## src/rtl/psec6_trig_pkg.sv

```systemverilog
// Shared types and limits for the trigger synchronizer.
// Edge polarity encoding and minimum legal chain/filter depths.
package psec6_trig_pkg;

  typedef enum logic {
    EDGE_RISE = 1'b0,
    EDGE_FALL = 1'b1
  } edge_sel_e;

  localparam int MIN_SYNC_STAGES = 2;
  localparam int MIN_FILTER_LEN  = 1;

endpackage

```

## src/rtl/trigger_sync_channel.sv

```systemverilog
// One trigger channel: sync chain, glitch filter, edge select,
// holdoff counter and sticky missed-trigger flag.
module trigger_sync_channel
  import psec6_trig_pkg::*;
#(
  parameter int SYNC_STAGES = 2,
  parameter int FILTER_LEN  = 1,
  parameter int HOLDOFF_W   = 8
) (
  input  logic                 FCLK,
  input  logic                 RST,
  input  logic                 trig_async,
  input  logic                 ch_enable,
  input  logic                 edge_sel,
  input  logic [HOLDOFF_W-1:0] holdoff_cycles,
  input  logic                 clear_missed,
  output logic                 trig_level,
  output logic                 trig_pulse,
  output logic                 trig_busy,
  output logic                 trig_missed,
  output logic                 accept
);

  localparam int CW = (FILTER_LEN > 1) ? $clog2(FILTER_LEN) : 1;

  if (SYNC_STAGES < MIN_SYNC_STAGES) begin : g_bad_sync
    $error("SYNC_STAGES must be >= %0d", MIN_SYNC_STAGES);
  end
  if (FILTER_LEN < MIN_FILTER_LEN) begin : g_bad_filt
    $error("FILTER_LEN must be >= %0d", MIN_FILTER_LEN);
  end

  logic [SYNC_STAGES-1:0] sync_q;
  logic [CW-1:0]          cnt_q;
  logic [HOLDOFF_W-1:0]   hold_q;
  logic [HOLDOFF_W-1:0]   hold_d;
  logic                   s;
  logic                   commit;
  logic                   sel_edge;
  logic                   miss_set;
  logic                   is_rise;

  assign s        = sync_q[SYNC_STAGES-1];
  assign is_rise  = edge_sel_e'(edge_sel) == EDGE_RISE;
  assign commit   = (s != trig_level) &&
                    (cnt_q == CW'(FILTER_LEN - 1));
  assign sel_edge = commit && (s == is_rise);
  assign accept   = sel_edge && ch_enable &&
                    (hold_q == '0);
  assign miss_set = sel_edge && ch_enable &&
                    (hold_q != '0);

  // Disable wins so a re-enabled channel starts with no dead time.
  always_comb begin
    hold_d = hold_q;
    if (!ch_enable) begin
      hold_d = '0;
    end else if (accept) begin
      hold_d = holdoff_cycles;
    end else if (hold_q != '0) begin
      hold_d = hold_q - HOLDOFF_W'(1);
    end
  end

  always_ff @(posedge FCLK or posedge RST) begin
    if (RST) begin
      sync_q <= '0;
    end else begin
      sync_q <= {sync_q[SYNC_STAGES-2:0], trig_async};
    end
  end

  always_ff @(posedge FCLK or posedge RST) begin
    if (RST) begin
      cnt_q      <= '0;
      trig_level <= 1'b0;
    end else if (s == trig_level) begin
      cnt_q <= '0;
    end else if (commit) begin
      cnt_q      <= '0;
      trig_level <= s;
    end else begin
      cnt_q <= cnt_q + CW'(1);
    end
  end

  always_ff @(posedge FCLK or posedge RST) begin
    if (RST) begin
      hold_q      <= '0;
      trig_busy   <= 1'b0;
      trig_pulse  <= 1'b0;
      trig_missed <= 1'b0;
    end else begin
      hold_q     <= hold_d;
      trig_busy  <= hold_d != '0;
      trig_pulse <= accept;
      // A miss in the same cycle as a clear keeps the flag set.
      if (miss_set) begin
        trig_missed <= 1'b1;
      end else if (clear_missed) begin
        trig_missed <= 1'b0;
      end
    end
  end

endmodule

```

## src/rtl/multi_trigger_synchronizer.sv

```systemverilog
// Multi-channel async trigger synchronizer into the FCLK domain.
// NCH independent channels plus a registered any-trigger strobe.
module multi_trigger_synchronizer
  import psec6_trig_pkg::*;
#(
  parameter int NCH         = 4,
  parameter int SYNC_STAGES = 2,
  parameter int FILTER_LEN  = 1,
  parameter int HOLDOFF_W   = 8
) (
  input  logic                 FCLK,
  input  logic                 RST,
  input  logic [NCH-1:0]       trig_async,
  input  logic [NCH-1:0]       ch_enable,
  input  logic [NCH-1:0]       edge_sel,
  input  logic [HOLDOFF_W-1:0] holdoff_cycles,
  input  logic                 clear_missed,
  output logic [NCH-1:0]       trig_level,
  output logic [NCH-1:0]       trig_pulse,
  output logic                 trig_any,
  output logic [NCH-1:0]       trig_busy,
  output logic [NCH-1:0]       trig_missed
);

  logic [NCH-1:0] accept;

  for (genvar i = 0; i < NCH; i++) begin : g_ch
    trigger_sync_channel #(
      .SYNC_STAGES (SYNC_STAGES),
      .FILTER_LEN  (FILTER_LEN),
      .HOLDOFF_W   (HOLDOFF_W)
    ) u_ch (
      .FCLK           (FCLK),
      .RST            (RST),
      .trig_async     (trig_async[i]),
      .ch_enable      (ch_enable[i]),
      .edge_sel       (edge_sel[i]),
      .holdoff_cycles (holdoff_cycles),
      .clear_missed   (clear_missed),
      .trig_level     (trig_level[i]),
      .trig_pulse     (trig_pulse[i]),
      .trig_busy      (trig_busy[i]),
      .trig_missed    (trig_missed[i]),
      .accept         (accept[i])
    );
  end

  // Built from the pre-register accepts so it lines up with trig_pulse.
  always_ff @(posedge FCLK or posedge RST) begin
    if (RST) begin
      trig_any <= 1'b0;
    end else begin
      trig_any <= |accept;
    end
  end

endmodule

```

## config.mk

```make
export PLATFORM = sky130hd
export DESIGN_NAME = multi_trigger_synchronizer
export DESIGN_NICKNAME = d
export VERILOG_FILES = /design/src/rtl/psec6_trig_pkg.sv /design/src/rtl/trigger_sync_channel.sv /design/src/rtl/multi_trigger_synchronizer.sv
export SDC_FILE = /design/constraint.sdc
export NUM_CORES = 1
export LEC_CHECK = 0
export CAP_MARGIN = 20
export CORE_ASPECT_RATIO = 1.2
export CORE_MARGIN = 2
export CORE_UTILIZATION = 50
export DETAILED_ROUTE_END_ITERATION = 12
export PLACE_DENSITY = 0.79
export SETUP_SLACK_MARGIN = 0.5
export SLEW_MARGIN = 30
export SYNTH_ARGS = -nofsm -noshare
export SYNTH_HDL_FRONTEND = slang
export SYNTH_SLANG_ARGS = --single-unit
```

## constraint.sdc

```tcl
create_clock -name FCLK -period 2.57 [get_ports FCLK]
set_input_delay 0.514 -clock FCLK [delete_from_list [all_inputs] [get_ports FCLK]]
set_output_delay 0.514 -clock FCLK [all_outputs]
set_load 0.1 [all_outputs]
```

==> Word level (Yosys, flattened, before mapping) <==
Cells that the tools add are included.
{ "word_totals": {"out_inout_bits": 17, "inputBits": 23, "regBits": 61} }
{ "op_classes": {"bitwise": 12, "mux": 25, "n_addsub": 8, "eq_ne": 12, "reduce_logical": 41} }
{ "ops": {"columns": ["op", "count"], "rows": [
  ["$mux W8", 12],
  ["$reduce_bool A8 Y1", 8],
  ["$logic_not A8 Y1", 4],
  ["$sub A8 B1 Y8 const B", 4],
  ["$logic_and A1 B1 Y1", 20],
  ["$mux W1", 13],
  ["$not A1 Y1", 12],
  ["$eq A1 B1 Y1", 8],
  ["$reduce_and A2 Y1", 4],
  ["$reduce_bool A2 Y1", 4],
  ["$add A1 B1 Y1 const B", 4],
  ["$ne A1 B1 Y1", 4],
  ["$reduce_or A4 Y1", 1]
]} }

==> Logic depth before layout (Yosys ltp) <==
{ "depth": {"depth_word": 8, "depth_mapped": 9, "ltp_nobuf": 8} }

==> By module <==
Synthesis repeated with hierarchy kept, for this count alone.
{ "hier_totals": {"hier_cells": 335, "hier_area_um2": 3473.3} }
{ "modules_own_cells": {"columns": ["module", "cells_per_inst", "seq_area_each_um2", "instances", "area_per_inst_um2"], "rows": [
  ["trigger_sync_channel (g_ch[1].u_ch ...)", 84, 375.4, 3, 868.3],
  ["trigger_sync_channel (g_ch[0].u_ch)", 80, 375.4, 1, 832.0],
  ["multi_trigger_synchronizer", 3, 25.0, 1, 36.3]
]} }

==> Worst setup path before layout <==
OpenSTA, ideal clock, no wires.
{ "synth_path": {"path_type": "reg-to-reg", "startpoint": "reg g_ch[0].u_ch.hold_q[0]", "endpoint": "reg g_ch[0].u_ch.trig_busy", "path_buffers": 0, "setup_slack_ns": 0.042, "setup_ns": 0.139, "stages_incl_launch_ff": 9, "arrival_ns": 2.390, "cell_sequence": "dfrtp_1 -> inv_1 -> ha_1 -> or4b_4 -> o21ai_2 -> o32ai_1 -> or3_1 -> or3_1 -> or4_1"} }
{ "synth_via": {"elab_chain_cells": 5} }
{ "synth_lines": {"columns": ["item", "line_no", "source"], "rows": [
  ["start, declared", "trigger_sync_channel.sv:35", "logic [HOLDOFF_W-1:0] hold_q;"],
  ["start signal, assigned", "trigger_sync_channel.sv:94", "hold_q <= hold_d;"],
  ["$sub A8 B1 Y8, or another cell as far along", "trigger_sync_channel.sv:61", "hold_d = hold_q - HOLDOFF_W'(1);"],
  ["$mux W8 / $logic_and A1 B1 Y1 (equally long branches)", "trigger_sync_channel.sv:60, trigger_sync_channel.sv:48", null],
  ["$mux W8 (*)", "trigger_sync_channel.sv:58", "end else if (accept) begin"],
  ["$mux W8 (*)", "trigger_sync_channel.sv:56", "if (!ch_enable) begin"],
  ["via g_ch[0].u_ch.hold_d[4]", "trigger_sync_channel.sv:36", "logic [HOLDOFF_W-1:0] hold_d;"],
  ["$reduce_bool A8 Y1 (*)", "trigger_sync_channel.sv:95", "trig_busy <= hold_d != '0;"],
  ["end signal, assigned", "trigger_sync_channel.sv:90", "trig_busy <= 1'b0;"],
  ["end signal, assigned", "trigger_sync_channel.sv:95", null],
  ["end, declared", "trigger_sync_channel.sv:19", "output logic trig_busy,"]
]} }
Mark *: on every way through the listed nets, which the timed path passes. The rest lies on a longest branch.
A chain may end at the register's enable or synchronous reset.

==> Worst setup path after layout <==
{ "layout_path": {"startpoint": "reg g_ch[0].u_ch.hold_q[1]", "endpoint": "reg g_ch[0].u_ch.trig_busy"} }
The elaborated chain is that of the path after synthesis.

==> impl_metrics.yaml <==
sta:
  holdWs_ns: 0.350
  fin_tns_setup_ns: -0.00870
  timing.final.crit_share: 1.00
  layout_min_cycle_time_ns: 2.58
  hold_violations: 0
  clock_skew_ns: 0.0109
  setup_ws_ns: -0.00870
  rsz0062_at_grt: "yes"
  report.final.slew_viol_count: 0
  fmax_mhz: 388
  setup_viol: 1
layout:
  drive_gt1_frac: 0.378
  nets: 449
  final_cell_mix: "buf_4 (73), dfrtp_1 (57), nor2_1 (23)"
  fill_cells: 466
  n_antenna_cell: 0
  layout_commonest_cell: "buf_4"
  synthToLayoutAreaGrowth_pct: 37.9
yosys:
  ys.flop_type: "dfrtp_1"
  avgSynthCellArea_sq_um: 9.84
  yosysUniqueCellTypes: 57
  synth_area_sq_um: 3280
  yosys_warnings: 0
  ys_ff_latch: 61
  postSynth.asyncResetShare: 1.00
  synth_cells: 333
  seq_area_frac_synth: 0.466
  synth_edf_count: 0
placed_design:
  globalplace.congestion: 0.911
  dp_hpwl_mm: 5.86
  place_ws_ns: -0.298
  io_buffers: 39
clock_tree:
  cts_buffers: 9
  cts.htree.levels: 3
  postCtsHoldBufs: 0
  clk_pin_slew_ns: 0.07
  root_buffer: "clkbuf_8"
  clk_latency_ns: 0.34
  cts_tree: "yes"
  clock-sinks: 61
  cts_buffer_depth: 2
critical_path:
  start_kind: "flop"
  critPathKind: "flop to flop"
  crit_fanout: 3
  crit_arrival_ns: 2.79
  cp_data_required_time_ns: 2.78
  endpoint_kind: "flop"
detailed_routing:
  finalWirelength_mm: 8.89
  final_antenna_net_count: 0
  drc: 0
  dr.pass1.iters: 5
  wl_per_cell_um: 17.5
  drtIter0Drc: 253
  vias_per_cell: 5.89
  vias: 2992
grt:
  grt_overflow_total: 0
  antenna_found_initial: 0
  grt_max_degree: 62
  grt_util_all_layers: 0.259
  grt_pass1_wl_mm: 14.5
  grt_pass1_vias: 3104
run_status:
  outcome: "finished, violations left"
  violations: "negative setup slack"
pwr:
  p_per_area_nw_per_um2: 1250
  ir_drop_v: 0.000659
  leakage_nw: 2.02
floorplan:
  die-area_sq_um: 7220
  die_h_um: 92.7
  fp.dieW_um: 77.9
  io_pins: 40
  row_count: 32
  core_area_sq_um: 6410
  start_util: 0.512
min_path:
  worstHoldPathType: "flop to flop"
flow_run:
  max-cap-violations: 0
[where the power goes]
part | switching, mW | internal [mW] | leakage (nW)
Sequential | 0.278 | 1.21 | 0.765
Clock | 0.369 | 0.651 | 0.126
Combinational | 1.70 | 1.43 | 1.13
Total | 2.34 | 3.30 | 2.02
[metrics by stage]
step	area, sq um	power [mW]	util	std cells
finish	4520	5.64	0.706	508
global route	4520	6.01	0.706	508
CTS	4410	5.41	0.689	505
detailed placement	3970	4.07	0.620	476
global placement	3970	3.99	0.620	476
floorplan	3360	3.41	-	336
[routing by layer]
| metal | wire length (um) | GRT usage | vias up |
|---|---|---|---|
| li1 | - | - | 1365 |
| met1 | 3500 | 0.301 | 1467 |
| met4 | 390 | 0.156 | 0 |
| met2 | 4490 | 0.442 | 124 |
| met3 | 500 | 0.0478 | 36 |
| met5 | 0 | 0 | - |
[Yosys cell counts (5+ instances only)]
| library cell | count | area (sq um) |
|---|---|---|
| a21oi_1 | 13 | 65.1 |
| a31oi_1 | 5 | 31.3 |
| and3_1 | 6 | 37.5 |
| buf_4 | 16 | 120 |
| clkbuf_1 | 7 | 26.3 |
| dfrtp_1 | 61 | 1530 |
| ha_1 | 8 | 100 |
| inv_1 | 18 | 67.6 |
| nand2_1 | 25 | 93.8 |
| nand3_1 | 11 | 55.1 |
| nand4_1 | 6 | 37.5 |
| nor2_1 | 26 | 97.6 |
| nor2b_1 | 5 | 31.3 |
| nor3_1 | 7 | 35.0 |
| nor3b_1 | 6 | 45.0 |
| nor4_1 | 5 | 31.3 |
| nor4b_1 | 5 | 43.8 |
| o21ai_0 | 12 | 60.1 |
| or4_1 | 7 | 52.6 |
| xnor2_1 | 9 | 78.8 |
| xor2_1 | 7 | 61.3 |
[logic make-up after synthesis]
group                    after synthesis  share of synthesized area
flip-flops                            61                      0.466
XOR/XNOR                              16                     0.0427
AND/OR/NAND/NOR                      133                      0.234
AO/OA/AOI/OAI                         64                      0.132
other                                  1                    0.00114
adder cells (fa/ha/maj)                8                     0.0305
multiplexers                           7                     0.0229
buffers and inverters                 43                     0.0710
[cell type report]
| cell class | instances | area (sq um) | area share |
|---|---|---|---|
| multi-input cells | 232 | 1790 | 0.395 |
| well taps | 85 | 106 | 0.0235 |
| flip-flops and latches | 61 | 1530 | 0.339 |
| inverters | 18 | 67.6 | 0.0149 |
| clock inverters | 3 | 65.1 | 0.0144 |
| clock buffers | 13 | 179 | 0.0396 |
| repair buffers | 96 | 785 | 0.173 |
[worst max-delay path: stages (launching register included)]
cell	delay [ns]
dfrtp_1	0.39
inv_2	0.09
ha_4	0.13
or4b_4	0.48
o21ai_4	0.16
o32ai_2	0.11
or3_1	0.37
or3_1	0.32
or4_1	0.40
[worst paths after layout]
path                                                  start                          endpoint  slack (ns)  cells after the start
min                        g_ch[2].u_ch.sync_q[0]$_DFF_PP0_  g_ch[2].u_ch.sync_q[1]$_DFF_PP0_        0.35                      0
max reg2reg                g_ch[0].u_ch.hold_q[1]$_DFF_PP0_  g_ch[0].u_ch.trig_busy$_DFF_PP0_      -0.009                      8
max in group asynchronous                               RST  g_ch[1].u_ch.hold_q[2]$_DFF_PP0_        1.74                      3
min in group asynchronous                               RST  g_ch[2].u_ch.sync_q[0]$_DFF_PP0_        0.55                      3
min reg2reg                g_ch[2].u_ch.sync_q[0]$_DFF_PP0_  g_ch[2].u_ch.sync_q[1]$_DFF_PP0_        0.35                      0
max                        g_ch[0].u_ch.hold_q[1]$_DFF_PP0_  g_ch[0].u_ch.trig_busy$_DFF_PP0_      -0.009                      8
[timing repair]
action	in CTS	in global routing
pin swaps	10	5
buffers inserted	13	3
cloned	0	0
gates resized for setup	30	23
setup endpoints to repair	4	8
[registers in the layout (all words and copies together) (netlist names)]
signal / cells
trig_any: 1
g_ch.u_ch.trig_level: 4
g_ch.u_ch.trig_pulse: 4
g_ch.u_ch.trig_missed: 4
g_ch.u_ch.trig_busy: 4
g_ch.u_ch.sync_q: 8
g_ch.u_ch.hold_q: 32
g_ch.u_ch.cnt_q: 4
(Power assumes the default switching activity.)
